[config.mk]
export PLATFORM = sky130hd
export DESIGN_NAME = cache_refill_ctrl
export DESIGN_NICKNAME = d
export VERILOG_FILES = /design/src/rtl/cache_refill_ctrl.sv
export SDC_FILE = /design/constraint.sdc
export NUM_CORES = 1
export LEC_CHECK = 0
export ABC_AREA = 1
export BUFFER_PORTS_ARGS = -buffer_cell sky130_fd_sc_hd__buf_2
export CAP_MARGIN = 20
export CELL_PAD_IN_SITES_DETAIL_PLACEMENT = 2
export CELL_PAD_IN_SITES_GLOBAL_PLACEMENT = 2
export CORE_MARGIN = 2
export CORE_UTILIZATION = 25
export DETAILED_ROUTE_END_ITERATION = 6
export GPL_TIMING_DRIVEN = 0
export PLACE_DENSITY = 0.86
export SLEW_MARGIN = 15
export SYNTH_ARGS = -nofsm -noshare
export SYNTH_HDL_FRONTEND = slang
export SYNTH_SLANG_ARGS = --single-unit
[constraint.sdc]
create_clock -name clk -period 2 [get_ports clk]
set_input_delay 0.4 -clock clk [delete_from_list [all_inputs] [get_ports clk]]
set_output_delay 0.4 -clock clk [all_outputs]
set_load 0.05 [all_outputs]
[src/rtl/cache_refill_ctrl.sv]
// -----------------------------------------------------------------------------
// cache_refill_ctrl
//
// Purpose:
//   This controller handles one CPU access at a time for the cache array.
//   For each access it latches the request and does the tag lookup.
//   - A read hit completes at once.
//   - A read miss refills the whole block from RAM, one word per beat, in
//     ascending order. The cache validates the block only on fill_last.
//   - A write goes through to RAM and never allocates. The cached copy is
//     updated only when the lookup hit.
//   The block also keeps saturating hit and miss counters.
//
// Ports:
//   clk, reset_n       clock (rising edge) and async active-low reset
//   request            CPU access request, sampled only in IDLE
//   address            CPU word address
//   write_data         CPU store data
//   write_en           1 = store, 0 = load
//   busy               high in every state except IDLE
//   done               one-cycle completion pulse
//   lookup_address     latched access address presented to the cache
//   hit                cache tag match for lookup_address (combinational)
//   fill_en            write one word into the cache this cycle
//   fill_address       word address for fill_en
//   fill_data          word for fill_en
//   fill_last          final word of a block refill
//   mem_req            RAM request, held until mem_ack
//   mem_address        RAM word address
//   mem_write_en       RAM store
//   mem_write_data     RAM store data
//   mem_ack            RAM beat complete, read data valid in the same cycle
//   mem_read_data      RAM load data
//   hit_count          saturating hit counter
//   miss_count         saturating miss counter
//   state_dbg          current FSM state, for checkers and debug
//
// RAM handshake: mem_req acts as "valid" and mem_ack acts as "ready".
// A beat transfers in the cycle where both are high. While mem_ack is low,
// mem_req, mem_address, mem_write_en and mem_write_data hold their values.
// mem_ack is ignored whenever mem_req is low.
// -----------------------------------------------------------------------------
module cache_refill_ctrl #(
    parameter int RAM_ADDRESS_BITS = 10,
    parameter int DATA_WIDTH       = 32,
    parameter int BLOCK_BITS       = 2,
    parameter int COUNT_WIDTH      = 16
) (
    input  logic                        clk,
    input  logic                        reset_n,
    // CPU side
    input  logic                        request,
    input  logic [RAM_ADDRESS_BITS-1:0] address,
    input  logic [DATA_WIDTH-1:0]       write_data,
    input  logic                        write_en,
    output logic                        busy,
    output logic                        done,
    // cache lookup port
    output logic [RAM_ADDRESS_BITS-1:0] lookup_address,
    input  logic                        hit,
    // cache fill port
    output logic                        fill_en,
    output logic [RAM_ADDRESS_BITS-1:0] fill_address,
    output logic [DATA_WIDTH-1:0]       fill_data,
    output logic                        fill_last,
    // RAM port
    output logic                        mem_req,
    output logic [RAM_ADDRESS_BITS-1:0] mem_address,
    output logic                        mem_write_en,
    output logic [DATA_WIDTH-1:0]       mem_write_data,
    input  logic                        mem_ack,
    input  logic [DATA_WIDTH-1:0]       mem_read_data,
    // performance counters
    output logic [COUNT_WIDTH-1:0]      hit_count,
    output logic [COUNT_WIDTH-1:0]      miss_count,
    // debug
    output logic [2:0]                  state_dbg
);

    // -------------------------------------------------------------------------
    // State encoding
    // -------------------------------------------------------------------------
    localparam logic [2:0] S_IDLE   = 3'd0;
    localparam logic [2:0] S_LOOKUP = 3'd1;
    localparam logic [2:0] S_REFILL = 3'd2;
    localparam logic [2:0] S_WRITE  = 3'd3;
    localparam logic [2:0] S_DONE   = 3'd4;

    localparam logic [BLOCK_BITS-1:0]  LAST_BEAT = '1;
    localparam logic [BLOCK_BITS-1:0]  BEAT_ONE  = BLOCK_BITS'(1);
    localparam logic [COUNT_WIDTH-1:0] COUNT_MAX = '1;
    localparam logic [COUNT_WIDTH-1:0] COUNT_ONE = COUNT_WIDTH'(1);

    // -------------------------------------------------------------------------
    // Registers
    // -------------------------------------------------------------------------
    logic [2:0]                  state_q;
    logic [2:0]                  state_d;
    logic [RAM_ADDRESS_BITS-1:0] addr_q;
    logic [DATA_WIDTH-1:0]       wdata_q;
    logic                        we_q;
    logic                        wr_hit_q;
    logic [BLOCK_BITS-1:0]       beat_q;
    logic [COUNT_WIDTH-1:0]      hit_count_q;
    logic [COUNT_WIDTH-1:0]      miss_count_q;

    // -------------------------------------------------------------------------
    // State decodes
    // -------------------------------------------------------------------------
    logic in_idle;
    logic in_lookup;
    logic in_refill;
    logic in_write;
    logic in_done;
    logic refill_beat;   // a refill word arrives this cycle
    logic write_beat;    // the write-through store completes this cycle
    logic refill_final;  // the arriving refill word is the last of the block

    // Refill address: block-aligned base from the latched address, with the
    // beat counter in the low bits.
    logic [RAM_ADDRESS_BITS-1:0] refill_address;

    assign in_idle   = (state_q == S_IDLE);
    assign in_lookup = (state_q == S_LOOKUP);
    assign in_refill = (state_q == S_REFILL);
    assign in_write  = (state_q == S_WRITE);
    assign in_done   = (state_q == S_DONE);

    assign refill_beat  = in_refill && mem_ack;
    assign write_beat   = in_write && mem_ack;
    assign refill_final = refill_beat && (beat_q == LAST_BEAT);

    assign refill_address = {addr_q[RAM_ADDRESS_BITS-1:BLOCK_BITS], beat_q};

    // -------------------------------------------------------------------------
    // Next-state logic
    // -------------------------------------------------------------------------
    always_comb begin
        state_d = state_q;
        case (state_q)
            S_IDLE: begin
                if (request) begin
                    state_d = S_LOOKUP;
                end
            end
            S_LOOKUP: begin
                // Writes always go to RAM. Reads go to RAM only on a miss.
                if (we_q) begin
                    state_d = S_WRITE;
                end else if (hit) begin
                    state_d = S_DONE;
                end else begin
                    state_d = S_REFILL;
                end
            end
            S_REFILL: begin
                if (refill_final) begin
                    state_d = S_DONE;
                end
            end
            S_WRITE: begin
                if (mem_ack) begin
                    state_d = S_DONE;
                end
            end
            S_DONE: begin
                // request is deliberately not looked at here.
                state_d = S_IDLE;
            end
            default: begin
                state_d = S_IDLE;
            end
        endcase
    end

    // -------------------------------------------------------------------------
    // FSM state register
    // -------------------------------------------------------------------------
    always_ff @(posedge clk or negedge reset_n) begin
        if (!reset_n) begin
            state_q <= S_IDLE;
        end else begin
            state_q <= state_d;
        end
    end

    // -------------------------------------------------------------------------
    // Access latch: captured once per access, when the request is accepted
    // -------------------------------------------------------------------------
    always_ff @(posedge clk or negedge reset_n) begin
        if (!reset_n) begin
            addr_q  <= '0;
            wdata_q <= '0;
            we_q    <= 1'b0;
        end else if (in_idle && request) begin
            addr_q  <= address;
            wdata_q <= write_data;
            we_q    <= write_en;
        end
    end

    // -------------------------------------------------------------------------
    // Lookup result for writes. It is held through the RAM store because the
    // cache's hit output is only valid while the lookup is in progress.
    // -------------------------------------------------------------------------
    always_ff @(posedge clk or negedge reset_n) begin
        if (!reset_n) begin
            wr_hit_q <= 1'b0;
        end else if (in_lookup) begin
            wr_hit_q <= hit;
        end
    end

    // -------------------------------------------------------------------------
    // Refill beat counter. It is cleared on the way into a refill, so an
    // aborted refill always restarts at word 0.
    // -------------------------------------------------------------------------
    always_ff @(posedge clk or negedge reset_n) begin
        if (!reset_n) begin
            beat_q <= '0;
        end else if (in_lookup) begin
            beat_q <= '0;
        end else if (refill_beat) begin
            beat_q <= beat_q + BEAT_ONE;
        end
    end

    // -------------------------------------------------------------------------
    // Saturating performance counters. Each access is classified once, in
    // LOOKUP: writes are counted by their lookup result just like reads.
    // -------------------------------------------------------------------------
    always_ff @(posedge clk or negedge reset_n) begin
        if (!reset_n) begin
            hit_count_q  <= '0;
            miss_count_q <= '0;
        end else if (in_lookup) begin
            if (hit) begin
                if (hit_count_q != COUNT_MAX) begin
                    hit_count_q <= hit_count_q + COUNT_ONE;
                end
            end else begin
                if (miss_count_q != COUNT_MAX) begin
                    miss_count_q <= miss_count_q + COUNT_ONE;
                end
            end
        end
    end

    // -------------------------------------------------------------------------
    // Outputs
    // -------------------------------------------------------------------------
    assign busy           = !in_idle;
    assign done           = in_done;
    assign lookup_address = addr_q;

    assign mem_req        = in_refill || in_write;
    assign mem_write_en   = in_write;
    assign mem_address    = in_refill ? refill_address : addr_q;
    assign mem_write_data = wdata_q;

    // Refill words pass straight from RAM into the cache in the ack cycle.
    // Write-through updates the cached copy only when the lookup hit.
    assign fill_en        = refill_beat || (write_beat && wr_hit_q);
    assign fill_address   = in_refill ? refill_address : addr_q;
    assign fill_data      = in_refill ? mem_read_data : wdata_q;
    assign fill_last      = refill_final;

    assign hit_count      = hit_count_q;
    assign miss_count     = miss_count_q;
    assign state_dbg      = state_q;

endmodule

==> run_results.csv <==
group,metric,value,unit
outcome,status,"finished, violations left",
outcome,failing_checks,"negative setup slack",
worst_setup_path,cpMostUsedCell,"nor2_4",
worst_setup_path,setup.worst_path.class,"flip-flop to output pin",
final_layout,antenna_cells,0,
timing,fin_crit_sh,106,%
global_route,grt_first_pass_wirelength,27200,um
clocking,clock_sink_count,81,
route,dr.pass1.iters,4,
worst_setup_path,setup.reg_to_reg.worst_slack,250,ps
route,met2WireLength,9920,um
worst_setup_path,critical-path-top-delay-family,"buffers and inverters",
worst_setup_path,r2r-end,"miss_count[14]",
route,detailroute.via_count,4599,
final_layout,drive_above_1_share,49.4,%
clocking,tritoncts,"done",
worst_setup_path,end_kind,"output pin",
yosys,syn_avg_cell_area,8.13,sq um
clocking,clk_path_buf_depth,2,
die,coreArea,0.0173,sq mm
final_layout,fin_util,39.3,%
timing,fin_ws,-115,ps
route,wl_met3,1160,um
final_layout,leading_cell_type_in_the_layout_fill_and_taps_excluded,"nand2_1",
worst_setup_path,cp_buf_inv_count,5,
clocking,clkTransAtPathRegs,60,ps
route,drt_iter0_markers,148,
worst_setup_path,crit_path_max_incr_delay,410,ps
yosys,yosysSeqAreaShare,45.8,%
timing,rsz_0062_raised_after_global_routing,"yes",
pwr,powerDensity,2160,mW/mm^2
global_route,antenna_violations_before_repair,0,
worst_setup_path,cp_data_required_time,1600,ps
timing,slew_headroom,65.8,%
global_route,global_route_usage_over_all_layers,19.1,%
route,routedLengthMet1,6830,um
final_layout,layout_common_cells,"nand2_1 (188), buf_2 (176), dfrtp_1 (78)",
pwr,maximum_vdd_drop,1.31,mV
worst_setup_path,timing.critical_path.fanout_max,5,
clocking,root_buffer,"clkbuf_16",
worst_setup_path,cp_cell_sequence,"inv_2 -> nand2_4 -> nor2_4 -> inv_6 -> buf_8 -> nor2_4 -> inv_2 -> nor2_4 -> buf_8",
route,top_layer,"met4",
route,remaining_drc_errors,0,
final_layout,seq_area,0.00203,sq mm
pwr,power_leakage,3.51,nW
clocking,numCtsBuffers,9,
timing,setup_tns,-2810,ps
timing,max_slew.worst_pin.slew,513,ps
timing,post-route-min-period,2110,ps
timing,finalSetupViolCount,37,
clocking,clock_tree.htree_level_count,3,
timing,timing.clock.skew,7.51,ps
global_route,grt_max_degree,49,
worst_setup_path,worstPathArrival,1710,ps
placed_design,post-dp-hpwl,13100,um
die,floorplan.initialDensity,25.6,%
yosys,synth_area,0.00442,sq mm
die,die_y,137,um
placed_design,port_buffers,214,
die,placement_rows,48,
yosys,synth_nets,627,
route,antenna_violating_nets_post_route,0,
yosys,synth_cells,544,
min_path,holdCritPathClass,"input pin to async pin",
global_route,overflow,0,
worst_setup_path,cp-start-kind,"flip-flop",
worst_setup_path,rr_worst_depth,10,
route,postRouteWirelength,18200,um
die,die-area,0.0188,sq mm
flow_run,timing.max_cap.violations,0,
final_layout,syn_to_final_growth,53.8,%
timing,max_freq,473,MHz
timing,report.final.slew_viol_count,0,
yosys,number_of_warnings_printed_during_yosys_synthesis,0,
die,floorplan.die.width,137,um
pwr,post-layout-total-power,0.0147,W
die,design.portCount,215,
timing,timing.final.hold_violations,0,
route,viasPerCell,4.54,
final_layout,area_taken_by_multi_input_logic_gates,0.00222,sq mm
final_layout,finish.net_count,867,
worst_setup_path,worst_path_max_delay_cell,"dfrtp_2",
timing,final.hold.worst_slack,20.5,ps
placed_design,gp_routability_congestion,0.728,
global_route,first_global_vias,4932,
yosys,synth_cell_types,23,
worst_setup_path,reg2reg_from,"miss_count[0]",
clocking,worst_skew_pair.late_latency,340,ps
route,routed_length_per_placed_instance,18.0,um
final_layout,layout.filler_cells,1951,
yosys,yosys_register_bits,81,
[logic make-up (layout without fill, tap and decap cells)]
family                   Yosys count  count (layout)  synth area share, %
adder cells (fa/ha/maj)            3               3                0.849
buffers and inverters             69             313                 8.32
AO/OA/AOI/OAI                     20              20                 2.40
AND/OR/NAND/NOR                  313             313                 28.7
multiplexers                      43              43                 10.9
flip-flops                        81              81                 45.8
XOR/XNOR                          15              15                 2.97
[flip-flops by register name (all words and copies together), names as in the netlist]
name / count
beat_q: 2
lookup_address: 10
miss_count: 16
we_q: 1
state_dbg: 3
hit_count: 16
wr_hit_q: 1
mem_write_data: 32
[power by group]
group          total, W  internal, W  switching, W
logic           0.00998      0.00320       0.00678
clock network   0.00190      0.00122      0.000687
registers       0.00281      0.00221      0.000599
total            0.0147      0.00663       0.00806
[Yosys cell counts (all sizes together)]
library cell	count	area (sq um)
a211oi	1	7.51
a21oi	2	10.0
buf	31	225
dfrtp	81	2030
ha	3	37.5
inv	38	143
mux2	43	484
nand2	241	912
nand3	18	95.1
nand4	10	62.6
nor2	43	194
nor3	1	5.00
o21ai	17	88.8
xnor2	11	96.3
xor2	4	35.0
[per-stage QoR]
stage	std cells	setup WS (ps)	cell area (sq um)
floorplan	544	-203	4540
global placement	983	-461	5890
detailed placement	984	-113	5920
CTS	1008	-116	6720
global route	1013	-199	6800
finish	1013	-115	6800
[area by class of cell]
| class | instances | area share [%] |
|---|---|---|
| multi-input combinational | 394 | 32.6 |
| inverter | 38 | 2.21 |
| timing repair buffer | 229 | 22.4 |
| clock inverter | 3 | 1.32 |
| sequential | 81 | 29.9 |
| tap | 225 | 4.14 |
| clock buffer | 12 | 3.48 |
| buffer | 31 | 4.03 |
[how the worst max path moves through the flow]
| stage | startpoint | slack (ps) | end | depth (start not counted) |
|---|---|---|---|---|
| after detailed placement | state_dbg[2] | -110 | fill_last | 8 |
| final | state_dbg[2] | -110 | fill_last | 9 |
| after CTS | state_dbg[2] | -120 | fill_data[19] | 9 |
| after global placement | reset_n | -460 | state_dbg[2] | 1 |
| after global routing | state_dbg[2] | -200 | fill_last | 9 |
| after floorplan | state_dbg[2] | -200 | mem_address[1] | 6 |
[repair_timing]
item                                    CTS  global route
endpoints found under the setup margin   37            48
pin swaps                                 3             2
gates resized for setup                 123            15
hold buffers                              0             0
buffers inserted                          8             5
cloned                                    1             0
[layer usage]
layer / vias up / GRT usage [%]
li1: 2172 / -
met1: 2272 / 20.4
met2: 140 / 36.7
met3: 15 / 4.74
met4: 0 / 5.61
met5: - / 0
Power figures use the tool's default switching activity.
